## src/rtl/layer_sched_pkg.sv

```systemverilog
// Shared types and defaults for the layer scheduler: FSM state encoding,
// the default-width descriptor record and a counter-width helper.
package layer_sched_pkg;

  localparam int DATA_CWIDTH_DEF = 32;
  localparam int WICP_CWIDTH_DEF = 32;
  localparam int TMPC_CWIDTH_DEF = 32;
  localparam int POST_CWIDTH_DEF = 32;

  typedef enum logic [1:0] {
    ST_IDLE  = 2'd0,
    ST_ISSUE = 2'd1,
    ST_RUN   = 2'd2,
    ST_ERR   = 2'd3
  } state_e;

  typedef struct packed {
    logic [DATA_CWIDTH_DEF-1:0] data;
    logic [WICP_CWIDTH_DEF-1:0] wicp;
    logic [TMPC_CWIDTH_DEF-1:0] tmpc;
    logic [POST_CWIDTH_DEF-1:0] post;
  } desc_t;

  // Bits needed to hold any value in 0..max_val.
  function automatic int cnt_width(input int max_val);
    return (max_val < 2) ? 1 : $clog2(max_val + 1);
  endfunction

endpackage

```

## src/rtl/layer_sched_if.sv

```systemverilog
// Host descriptor handshake plus the config handshake toward the PE-array core.
// The scheduler uses the slave view; the host/core environment uses master.
interface layer_sched_if
  import layer_sched_pkg::*;
#(
  parameter int DATA_CWIDTH = DATA_CWIDTH_DEF,
  parameter int WICP_CWIDTH = WICP_CWIDTH_DEF,
  parameter int TMPC_CWIDTH = TMPC_CWIDTH_DEF,
  parameter int POST_CWIDTH = POST_CWIDTH_DEF
);

  logic                   host_valid;
  logic                   host_ready;
  logic [DATA_CWIDTH-1:0] host_data;
  logic [WICP_CWIDTH-1:0] host_wicp;
  logic [TMPC_CWIDTH-1:0] host_tmpc;
  logic [POST_CWIDTH-1:0] host_post;

  logic                   cfg_valid;
  logic                   cfg_busy;
  logic [DATA_CWIDTH-1:0] cfg_data_data;
  logic [WICP_CWIDTH-1:0] cfg_wicp_data;
  logic [TMPC_CWIDTH-1:0] cfg_tmpc_data;
  logic [POST_CWIDTH-1:0] cfg_post_data;

  modport slave (
    input  host_valid, host_data, host_wicp, host_tmpc, host_post, cfg_busy,
    output host_ready, cfg_valid, cfg_data_data, cfg_wicp_data, cfg_tmpc_data,
           cfg_post_data
  );

  modport master (
    output host_valid, host_data, host_wicp, host_tmpc, host_post, cfg_busy,
    input  host_ready, cfg_valid, cfg_data_data, cfg_wicp_data, cfg_tmpc_data,
           cfg_post_data
  );

endinterface

```

## src/rtl/layer_sched_fifo.sv

```systemverilog
// Synchronous single-clock descriptor FIFO with full/empty flags.
// Pointers carry one wrap bit so full and empty are distinguishable.
module cfg_desc_fifo #(
  parameter int WIDTH = 128,
  parameter int DEPTH = 4
) (
  input  logic             clk,
  input  logic             rst,
  input  logic             push,
  input  logic [WIDTH-1:0] din,
  input  logic             pop,
  output logic [WIDTH-1:0] dout,
  output logic             full,
  output logic             empty
);

  localparam int AW = $clog2(DEPTH);

  logic [WIDTH-1:0] mem [DEPTH];
  logic [AW:0]      wr_ptr;
  logic [AW:0]      rd_ptr;
  logic             push_ok;
  logic             pop_ok;

  // A push while full is dropped even if a pop frees a slot the same cycle.
  assign push_ok = push && !full;
  assign pop_ok  = pop && !empty;

  assign empty = (wr_ptr == rd_ptr);
  assign full  = (wr_ptr[AW] != rd_ptr[AW]) &&
                 (wr_ptr[AW-1:0] == rd_ptr[AW-1:0]);
  assign dout  = mem[rd_ptr[AW-1:0]];

  always_ff @(posedge clk) begin
    if (rst) begin
      wr_ptr <= '0;
      rd_ptr <= '0;
    end else begin
      if (push_ok) wr_ptr <= wr_ptr + 1'b1;
      if (pop_ok)  rd_ptr <= rd_ptr + 1'b1;
    end
  end

  // NOTE: storage has no reset; the pointers alone decide which entries are valid.
  always_ff @(posedge clk) begin
    if (push_ok) mem[wr_ptr[AW-1:0]] <= din;
  end

endmodule

```

## src/rtl/layer_sched.sv

```systemverilog
// Layer scheduler: queues host descriptors and hands them one at a time to the
// PE-array core, tracking completion, layer count and handshake timeout.
module layer_sched
  import layer_sched_pkg::*;
#(
  parameter int DATA_CWIDTH = DATA_CWIDTH_DEF,
  parameter int WICP_CWIDTH = WICP_CWIDTH_DEF,
  parameter int TMPC_CWIDTH = TMPC_CWIDTH_DEF,
  parameter int POST_CWIDTH = POST_CWIDTH_DEF,
  parameter int DEPTH       = 4,
  parameter int TIMEOUT     = 255
) (
  input  logic               clk,
  input  logic               rst,
  layer_sched_if.slave       bus,
  input  logic               run_en,
  output logic               layer_done,
  output logic [15:0]        layer_cnt,
  output logic               idle,
  output logic               err_timeout
);

  localparam int DW       = DATA_CWIDTH + WICP_CWIDTH + TMPC_CWIDTH + POST_CWIDTH;
  localparam int POST_LSB = 0;
  localparam int TMPC_LSB = POST_LSB + POST_CWIDTH;
  localparam int WICP_LSB = TMPC_LSB + TMPC_CWIDTH;
  localparam int DATA_LSB = WICP_LSB + WICP_CWIDTH;
  localparam int WAIT_W   = cnt_width(TIMEOUT);

  state_e            state;
  state_e            next_state;
  logic [WAIT_W-1:0] wait_cnt;
  logic              wait_hit;

  logic              fifo_push;
  logic              fifo_pop;
  logic              fifo_full;
  logic              fifo_empty;
  logic [DW-1:0]     fifo_din;
  logic [DW-1:0]     fifo_head;

  logic              load_cfg;
  logic              finish;
  logic              timeout_hit;

  logic                   cfg_valid_q;
  logic [DATA_CWIDTH-1:0] cfg_data_q;
  logic [WICP_CWIDTH-1:0] cfg_wicp_q;
  logic [TMPC_CWIDTH-1:0] cfg_tmpc_q;
  logic [POST_CWIDTH-1:0] cfg_post_q;
  logic                   layer_done_q;
  logic [15:0]            layer_cnt_q;
  logic                   err_q;

  assign fifo_din  = {bus.host_data, bus.host_wicp, bus.host_tmpc, bus.host_post};
  assign fifo_push = bus.host_valid && bus.host_ready;

  cfg_desc_fifo #(
    .WIDTH (DW),
    .DEPTH (DEPTH)
  ) u_fifo (
    .clk   (clk),
    .rst   (rst),
    .push  (fifo_push),
    .din   (fifo_din),
    .pop   (fifo_pop),
    .dout  (fifo_head),
    .full  (fifo_full),
    .empty (fifo_empty)
  );

  // NOTE: sequential state uses non-blocking assignment so every flop samples pre-edge values.
  always_ff @(posedge clk) begin
    if (rst) state <= ST_IDLE;
    else     state <= next_state;
  end

  assign wait_hit = (wait_cnt == WAIT_W'(TIMEOUT - 1));

  always_comb begin
    next_state = state;
    case (state)
      ST_IDLE:  if (run_en && !fifo_empty && !bus.cfg_busy) next_state = ST_ISSUE;
      ST_ISSUE: begin
        if (bus.cfg_busy)  next_state = ST_RUN;
        else if (wait_hit) next_state = ST_ERR;
      end
      ST_RUN:   if (!bus.cfg_busy) next_state = ST_IDLE;
      ST_ERR:   next_state = ST_ERR;
      default:  next_state = ST_IDLE;
    endcase
  end

  // NOTE: every strobe gets a default before the case so no latch is inferred.
  always_comb begin
    load_cfg    = 1'b0;
    fifo_pop    = 1'b0;
    finish      = 1'b0;
    timeout_hit = 1'b0;
    case (state)
      ST_IDLE:  load_cfg    = (next_state == ST_ISSUE);
      ST_ISSUE: begin
        fifo_pop    = bus.cfg_busy;
        timeout_hit = (next_state == ST_ERR);
      end
      ST_RUN:   finish      = !bus.cfg_busy;
      default:  ;
    endcase
  end

  // The head stays in the FIFO until the core accepts it, so fields are stable in ISSUE.
  always_ff @(posedge clk) begin
    if (rst) begin
      cfg_valid_q  <= 1'b0;
      cfg_data_q   <= '0;
      cfg_wicp_q   <= '0;
      cfg_tmpc_q   <= '0;
      cfg_post_q   <= '0;
      layer_done_q <= 1'b0;
      layer_cnt_q  <= '0;
      err_q        <= 1'b0;
      wait_cnt     <= '0;
    end else begin
      cfg_valid_q  <= (next_state == ST_ISSUE);
      layer_done_q <= finish;
      if (finish)      layer_cnt_q <= layer_cnt_q + 16'd1;
      if (timeout_hit) err_q       <= 1'b1;
      wait_cnt <= (state == ST_ISSUE && next_state == ST_ISSUE) ? wait_cnt + 1'b1 : '0;
      if (load_cfg) begin
        cfg_data_q <= fifo_head[DATA_LSB +: DATA_CWIDTH];
        cfg_wicp_q <= fifo_head[WICP_LSB +: WICP_CWIDTH];
        cfg_tmpc_q <= fifo_head[TMPC_LSB +: TMPC_CWIDTH];
        cfg_post_q <= fifo_head[POST_LSB +: POST_CWIDTH];
      end
    end
  end

  assign bus.host_ready    = !fifo_full && (state != ST_ERR);
  assign bus.cfg_valid     = cfg_valid_q;
  assign bus.cfg_data_data = cfg_data_q;
  assign bus.cfg_wicp_data = cfg_wicp_q;
  assign bus.cfg_tmpc_data = cfg_tmpc_q;
  assign bus.cfg_post_data = cfg_post_q;

  assign layer_done  = layer_done_q;
  assign layer_cnt   = layer_cnt_q;
  assign err_timeout = err_q;
  assign idle        = (state == ST_IDLE) && fifo_empty;

endmodule
```

## src/flat_wrapper.sv

```systemverilog
// flat-port wrapper written by rule: the top's interface ports become plain ports
module layer_sched_flat import layer_sched_pkg::*;
#(
  parameter int DATA_CWIDTH = DATA_CWIDTH_DEF,
  parameter int WICP_CWIDTH = WICP_CWIDTH_DEF,
  parameter int TMPC_CWIDTH = TMPC_CWIDTH_DEF,
  parameter int POST_CWIDTH = POST_CWIDTH_DEF,
  parameter int DEPTH       = 4,
  parameter int TIMEOUT     = 255
)
  (clk, rst, run_en, layer_done, layer_cnt, idle, err_timeout, bus_host_valid, bus_host_data, bus_host_wicp, bus_host_tmpc, bus_host_post, bus_cfg_busy, bus_host_ready, bus_cfg_valid, bus_cfg_data_data, bus_cfg_wicp_data, bus_cfg_tmpc_data, bus_cfg_post_data);
  layer_sched_if #(.DATA_CWIDTH(DATA_CWIDTH), .WICP_CWIDTH(WICP_CWIDTH), .TMPC_CWIDTH(TMPC_CWIDTH), .POST_CWIDTH(POST_CWIDTH)) bus_i ();
  input  logic clk;
  input  logic rst;
  input  logic run_en;
  output logic layer_done;
  output logic [15:0] layer_cnt;
  output logic idle;
  output logic err_timeout;
  input wire logic [$bits(bus_i.host_valid)-1:0] bus_host_valid;
  input wire logic [$bits(bus_i.host_data)-1:0] bus_host_data;
  input wire logic [$bits(bus_i.host_wicp)-1:0] bus_host_wicp;
  input wire logic [$bits(bus_i.host_tmpc)-1:0] bus_host_tmpc;
  input wire logic [$bits(bus_i.host_post)-1:0] bus_host_post;
  input wire logic [$bits(bus_i.cfg_busy)-1:0] bus_cfg_busy;
  output wire logic [$bits(bus_i.host_ready)-1:0] bus_host_ready;
  output wire logic [$bits(bus_i.cfg_valid)-1:0] bus_cfg_valid;
  output wire logic [$bits(bus_i.cfg_data_data)-1:0] bus_cfg_data_data;
  output wire logic [$bits(bus_i.cfg_wicp_data)-1:0] bus_cfg_wicp_data;
  output wire logic [$bits(bus_i.cfg_tmpc_data)-1:0] bus_cfg_tmpc_data;
  output wire logic [$bits(bus_i.cfg_post_data)-1:0] bus_cfg_post_data;
  assign bus_i.host_valid = bus_host_valid;
  assign bus_i.host_data = bus_host_data;
  assign bus_i.host_wicp = bus_host_wicp;
  assign bus_i.host_tmpc = bus_host_tmpc;
  assign bus_i.host_post = bus_host_post;
  assign bus_i.cfg_busy = bus_cfg_busy;
  assign bus_host_ready = bus_i.host_ready;
  assign bus_cfg_valid = bus_i.cfg_valid;
  assign bus_cfg_data_data = bus_i.cfg_data_data;
  assign bus_cfg_wicp_data = bus_i.cfg_wicp_data;
  assign bus_cfg_tmpc_data = bus_i.cfg_tmpc_data;
  assign bus_cfg_post_data = bus_i.cfg_post_data;
  layer_sched #(.DATA_CWIDTH(DATA_CWIDTH), .WICP_CWIDTH(WICP_CWIDTH), .TMPC_CWIDTH(TMPC_CWIDTH), .POST_CWIDTH(POST_CWIDTH), .DEPTH(DEPTH), .TIMEOUT(TIMEOUT)) u_core (.clk(clk), .rst(rst), .bus(bus_i), .run_en(run_en), .layer_done(layer_done), .layer_cnt(layer_cnt), .idle(idle), .err_timeout(err_timeout));
endmodule
```

## config.mk

```make
export PLATFORM = sky130hd
export DESIGN_NAME = layer_sched_flat
export DESIGN_NICKNAME = d
export VERILOG_FILES = /design/src/rtl/layer_sched_pkg.sv /design/src/rtl/layer_sched_if.sv /design/src/rtl/layer_sched_fifo.sv /design/src/rtl/layer_sched.sv /design/src/flat_wrapper.sv
export SDC_FILE = /design/constraint.sdc
export NUM_CORES = 1
export LEC_CHECK = 0
export ABC_AREA = 1
export CAP_MARGIN = 5
export CORE_MARGIN = 4
export CORE_UTILIZATION = 30
export DETAILED_ROUTE_END_ITERATION = 10
export PLACE_DENSITY = 0.55
export RECOVER_POWER = 100
export SLEW_MARGIN = 5
export SYNTH_ARGS = -nofsm -noshare
export SYNTH_HDL_FRONTEND = slang
export SYNTH_SLANG_ARGS = --single-unit
```

## constraint.sdc

```tcl
create_clock -name clk -period 11.7 [get_ports clk]
set_clock_uncertainty 0.15 [all_clocks]
set_input_delay 2.925 -clock clk [delete_from_list [all_inputs] [get_ports clk]]
set_output_delay 2.925 -clock clk [all_outputs]
set_load 0.01 [all_outputs]
```

Word-level counts from Yosys, hierarchy flattened
Memory sizes are Yosys's and may differ from the RTL's. A register that Yosys moved wholly into a read port is not among the register bits.
Index checks and enable logic that the tools add are counted.
W data, S select, Z words.
{"block": "totals", "ff_bits": 35, "ramBits": 512, "inputBits": 133, "out_inout_bits": 149, "wordCells": 49, "mem_count": 1}
{"name": "u_core.u_fifo.mem", "depth": 4, "word_bits": 128, "read_ports": 1, "rd_ports_with_merged_regs": 1, "wr": 1, "line_no": "layer_sched_fifo.sv:19", "source": "logic [WIDTH-1:0] mem [DEPTH];"}
{"block": "op_classes", "addsub": 4, "n_eq_ne": 10, "muxes": 11, "n_bitwise": 1, "reduce_logical": 14}
{"cell": "$add A16 B1 Y16 const B", "n": 1}
{"cell": "$logic_and A1 B1 Y1", "n": 9}
{"cell": "$add A8 B1 Y8 const B", "n": 1}
{"cell": "$eq A8 B8 Y1 const B", "n": 1}
{"cell": "$mux W2", "n": 4}
{"cell": "$pmux W2 S4", "n": 1}
{"cell": "$add A3 B1 Y3 const B", "n": 2}
{"cell": "$eq A2 B2 Y1 const B", "n": 3}
{"cell": "$mux W1", "n": 6}
{"cell": "$eq A2 B1 Y1 const B", "n": 2}
{"cell": "$eq A3 B3 Y1", "n": 1}
{"cell": "$logic_not A1 Y1", "n": 3}
{"cell": "$eq A2 B2 Y1", "n": 1}
{"cell": "$logic_not A2 Y1", "n": 1}
{"cell": "$ne A2 B2 Y1 const B", "n": 1}
{"cell": "$reduce_or A2 Y1", "n": 1}
{"cell": "$ne A1 B1 Y1", "n": 1}
{"cell": "$not A1 Y1", "n": 1}

Longest topological paths before layout
{"block": "depth", "ltp_word": 10, "ltp_mapped": 13, "ltp_nobuf": 10}

Cells and area by module
A second synthesis with hierarchy kept.
{"block": "unflattened", "hier_cells": 2067, "area_unflattened_um2": 25620.8}
{"mod": "cfg_desc_fifo", "n_inst": 1, "cells_per_inst": 1312, "area_per_inst_um2": 19802.7, "seq_area_each_um2": 15534.9}
{"mod": "layer_sched", "n_inst": 1, "cells_per_inst": 755, "area_per_inst_um2": 5818.1, "seq_area_each_um2": 3143.0}

Least setup slack after synthesis
No wires, ideal clock.
{"block": "synth_path", "path_kind": "input port to flip-flop", "start": "input bus_host_valid", "end": "memory u_core.u_fifo.mem[3][0] (enable)", "setup_ns": 0.619, "arrival_time_ns": 8.514, "required_ns": 10.931, "setup_slack_ns": 2.417, "path_stages": 2, "n_path_buf": 0, "path_cell_list": "nand3_1 -> nor2_1"}
{"block": "synth_via", "elab_chain_cells": 4}
{"element": "start, declared", "line_no": "flat_wrapper.sv:20", "source": "input wire logic [$bits(bus_i.host_valid)-1:0] bus_host_valid;"}
{"element": "$logic_and A1 B1 Y1", "line_no": "layer_sched.sv:56", "source": "assign fifo_push = bus.host_valid && bus.host_ready;"}
{"element": "$logic_and A1 B1 Y1", "line_no": "layer_sched_fifo.sv:26", "source": "assign push_ok = push && !full;"}
{"element": "$mux W1", "line_no": "layer_sched_fifo.sv:46", "source": "if (push_ok) mem[wr_ptr[AW-1:0]] <= din;"}
{"element": "$mux W1 (not written as such)", "line_no": "layer_sched_fifo.sv:46"}
{"element": "end, declared", "line_no": "layer_sched_fifo.sv:19"}
Every way passes these cells.

==> results_dict.tcl <==
set metrics [dict create \
    cp_cell_sequence "dlygate4sd3_1 > clkinvlp_2 > clkbuf_1 > nand2_1 > nor2_1" \
    fin_crit_sh 0.737 \
    tightest_slew_ns 4.07 \
    grt-ovfl-total 0 \
    clkLatencyLatePin_ns 0.61 \
    failed_checks "max-capacitance violations, max-slew violations" \
    cts_buffers 78 \
    synth_mux_area_frac 0 \
    cts_hold_buf 0 \
    p_per_area_nw_per_um2 171 \
    routabilityCongestion 0.721 \
    layout-drive-gt1-share 0.0732 \
    place_inst 4215 \
    hold_path_startpoint "u_core.err_timeout$_SDFFE_PP0P_" \
    yosysWarnings 0 \
    reg2reg_slack_ns 3.74 \
    ys_seq_elements 675 \
    worst_path_largest_cell_delay_ns 2.45 \
    yosys.area_share.simple 0.151 \
    holdPathEnd "u_core.err_timeout$_SDFFE_PP0P_" \
    cts_sinks 675 \
    grt_setup_unrepaired "no" \
    vias 19124 \
    ys_types 32 \
    vias_per_cell 4.37 \
    synth_seq_area_share 0.665 \
    syn_nets 2968 \
    synth_top_family_by_area "simple AND/OR/NAND/NOR gates" \
    core-area_um2 92200 \
    fmax_mhz 116 \
    clkTransAtPathRegs_ns 0.06 \
    tns_ns 0 \
    status "finished, violations left" \
    setup-violations-final 0 \
    synthXorXnorAreaFrac 0.00188 \
    first_global_vias 18330 \
    synth_area_um2 28000 \
    wire_per_inst_um 16.6 \
    max_slew_margin -1.71 \
    rows 111 \
    drv_cap 17 \
    crit_family "buffers and inverters" \
    syn_avg_cell_area_um2 9.91 \
    endpoint_kind "flop" \
    ff2ff_path_depth 8 \
    netlist_instances 2827 \
    drcViolationCount 0 \
    clk_path_buf_depth 3 \
    final_cell_mix "512 x edfxtp_1, 447 x inv_1, 417 x nand2_1" \
    cts_tree "done" \
    wl_um 72600 \
    fin_crit_ns 8.63 \
    h-tree-depth 3 \
    ant_nets 0 \
    layout.nets 3193 \
    yosysTopAreaCell "edfxtp_1" \
    pre_cts_slack_ns 5.48 \
    r2r-end "u_core.u_fifo.mem[3][95]$_DFFE_PP_" \
    die_h_um 314 \
    crit_arrival_ns 8.97 \
    ir_worst_vdd_mv 0.0964 \
    setup_slack_ns 3.07 \
    port_buffers 281 \
    finalHoldViolations 0 \
    critPathKind "in -> reg" \
    grt_pass1_wl_um 110000 \
    final-instance-count-excl-fill 4375 \
    fillCellCount 9209 \
    dp_hpwl_um 41400 \
    holdPathStages 2 \
    area_growth_pct 23.0 \
    root_buffer "clkbuf_16" \
    cts_setup_buffers 0 \
    path_max_fanout 73 \
    final_core_util 0.374 \
    final_common_cell "edfxtp_1" \
    die_x_um 314 \
    synth_fa_ha_area_frac 0.00357 \
    critPathLaunchType "input pin" \
    hp-class "reg -> reg" \
    reg2reg_from "u_core.u_fifo.rd_ptr[0]$_SDFFE_PP0P_" \
    grt_max_degree 206 \
    antenna_found_initial 34 \
    synth_top_area_frac 0.549 \
    drt_iter0_drc 1217 \
    maxSlewViolCount 879 \
    cpMaxStageDelayCell "clkinvlp_2" \
    cp_num_buf_inv 3 \
    start_util 0.304 \
    ctsResizeCount 0 \
    io_pins 282 \
    p_leak_uw 0.0140 \
    die_area_um2 98300 \
    critPathRequiredTime_ns 12.05 \
    synth_compound_area_frac 0.0753 \
    synth_area_leaders "edfxtp_1 55%, dfxtp_1 12%, inv_1 5.9%, nand2_1 5.6%, nor2_1 5.5%" \
    drt-pass1-iter-count 5 \
    track_usage 0.145 \
]
worst max-delay path by stage:
| stage | from | to | slack, ns | cells after the start |
|---|---|---|---|---|
| after global placement | bus_host_valid | u_core.u_fifo.mem[3][90]$_DFFE_PP_ | 5.52 | 4 |
| after floorplan | bus_host_valid | u_core.u_fifo.mem[3][0]$_DFFE_PP_ | 2.42 | 2 |
| after CTS | u_core.u_fifo.rd_ptr[0]$_SDFFE_PP0P_ | bus_host_ready | 5.02 | 8 |
| final | rst | u_core.bus.cfg_wicp_data[26]$_SDFFE_PP0P_ | 3.07 | 5 |
| after detailed placement | bus_host_valid | u_core.u_fifo.mem[3][90]$_DFFE_PP_ | 5.48 | 4 |
| after global routing | rst | u_core.u_fifo.wr_ptr[1]$_SDFFE_PP0N_ | 2.48 | 5 |
cells by family (layout without fill, tap and decap cells):
group	Yosys count	count (layout)
buffers and inverters	711	999
adder cells (fa/ha/maj)	8	8
AO/OA/AOI/OAI	420	420
flip-flops	675	675
other	0	17
XOR/XNOR	6	6
AND/OR/NAND/NOR	1007	1007
sequential cells by signal, indices dropped and copies added, names as in the netlist:
name and flops:
u_core.u_fifo.rd_ptr 3, u_core.layer_done 1, u_core.u_fifo.mem 512, u_core.wait_cnt 8
u_core.bus.cfg_post_data 32, u_core.bus.cfg_tmpc_data 32, u_core.bus.cfg_wicp_data 32, u_core.u_fifo.wr_ptr 3
u_core.err_timeout 1, u_core.state 2, u_core.bus.cfg_valid 1, u_core.bus.cfg_data_data 32
u_core.layer_cnt 16
worst min-delay path: stages (launching register included):
cell and delay [ns]:
dfxtp_1 0.30, inv_1 0.04, a21oi_1 0.05
cell usage after synthesis (all sizes together):
master and n:
nor3 8, inv 552, nor4 1, nand2 430, a21oi 145, buf 104, nand3b 1, xnor2 2
clkbuf 55, nor2 416, nand3 15, and2 1, a211oi 1, ha 8, edfxtp 512, o21ai 272
nor3b 2, xor2 4, or2 1, a31oi 1, o21a 1, dfxtp 163, nand4 132
routing by layer:
metal	GRT usage	share of wire
met5	0	0.00056
met3	0.0280	0.042
met1	0.182	0.45
met2	0.248	0.49
met4	0.0531	0.024
where the power goes:
part	internal [uW]	switching [uW]
clock	1570	959
sequential	2730	47.8
combinational	209	370
cell type report:
cell class / count / area (um2) / share of cell area
repair buffers: 304 / 2960 / 0.0859
diodes: 17 / 42.5 / 0.00123
well taps: 1243 / 1560 / 0.0451
clock inverters: 39 / 529 / 0.0154
clock buffers: 104 / 2170 / 0.0631
flip-flops and latches: 675 / 18600 / 0.541
inverters: 552 / 2080 / 0.0604
multi-input cells: 1441 / 6470 / 0.188
stage by stage:
stage,hold slack (ns),total power [uW],area (um2)
finish,0.295,5890,34500
global route,0.330,6160,34400
CTS,0.302,5990,34500
detailed placement,0.293,3430,31800
global placement,0.289,3430,31800
floorplan,0.280,3160,28000
Note: power is estimated with default switching activity, not from simulation.
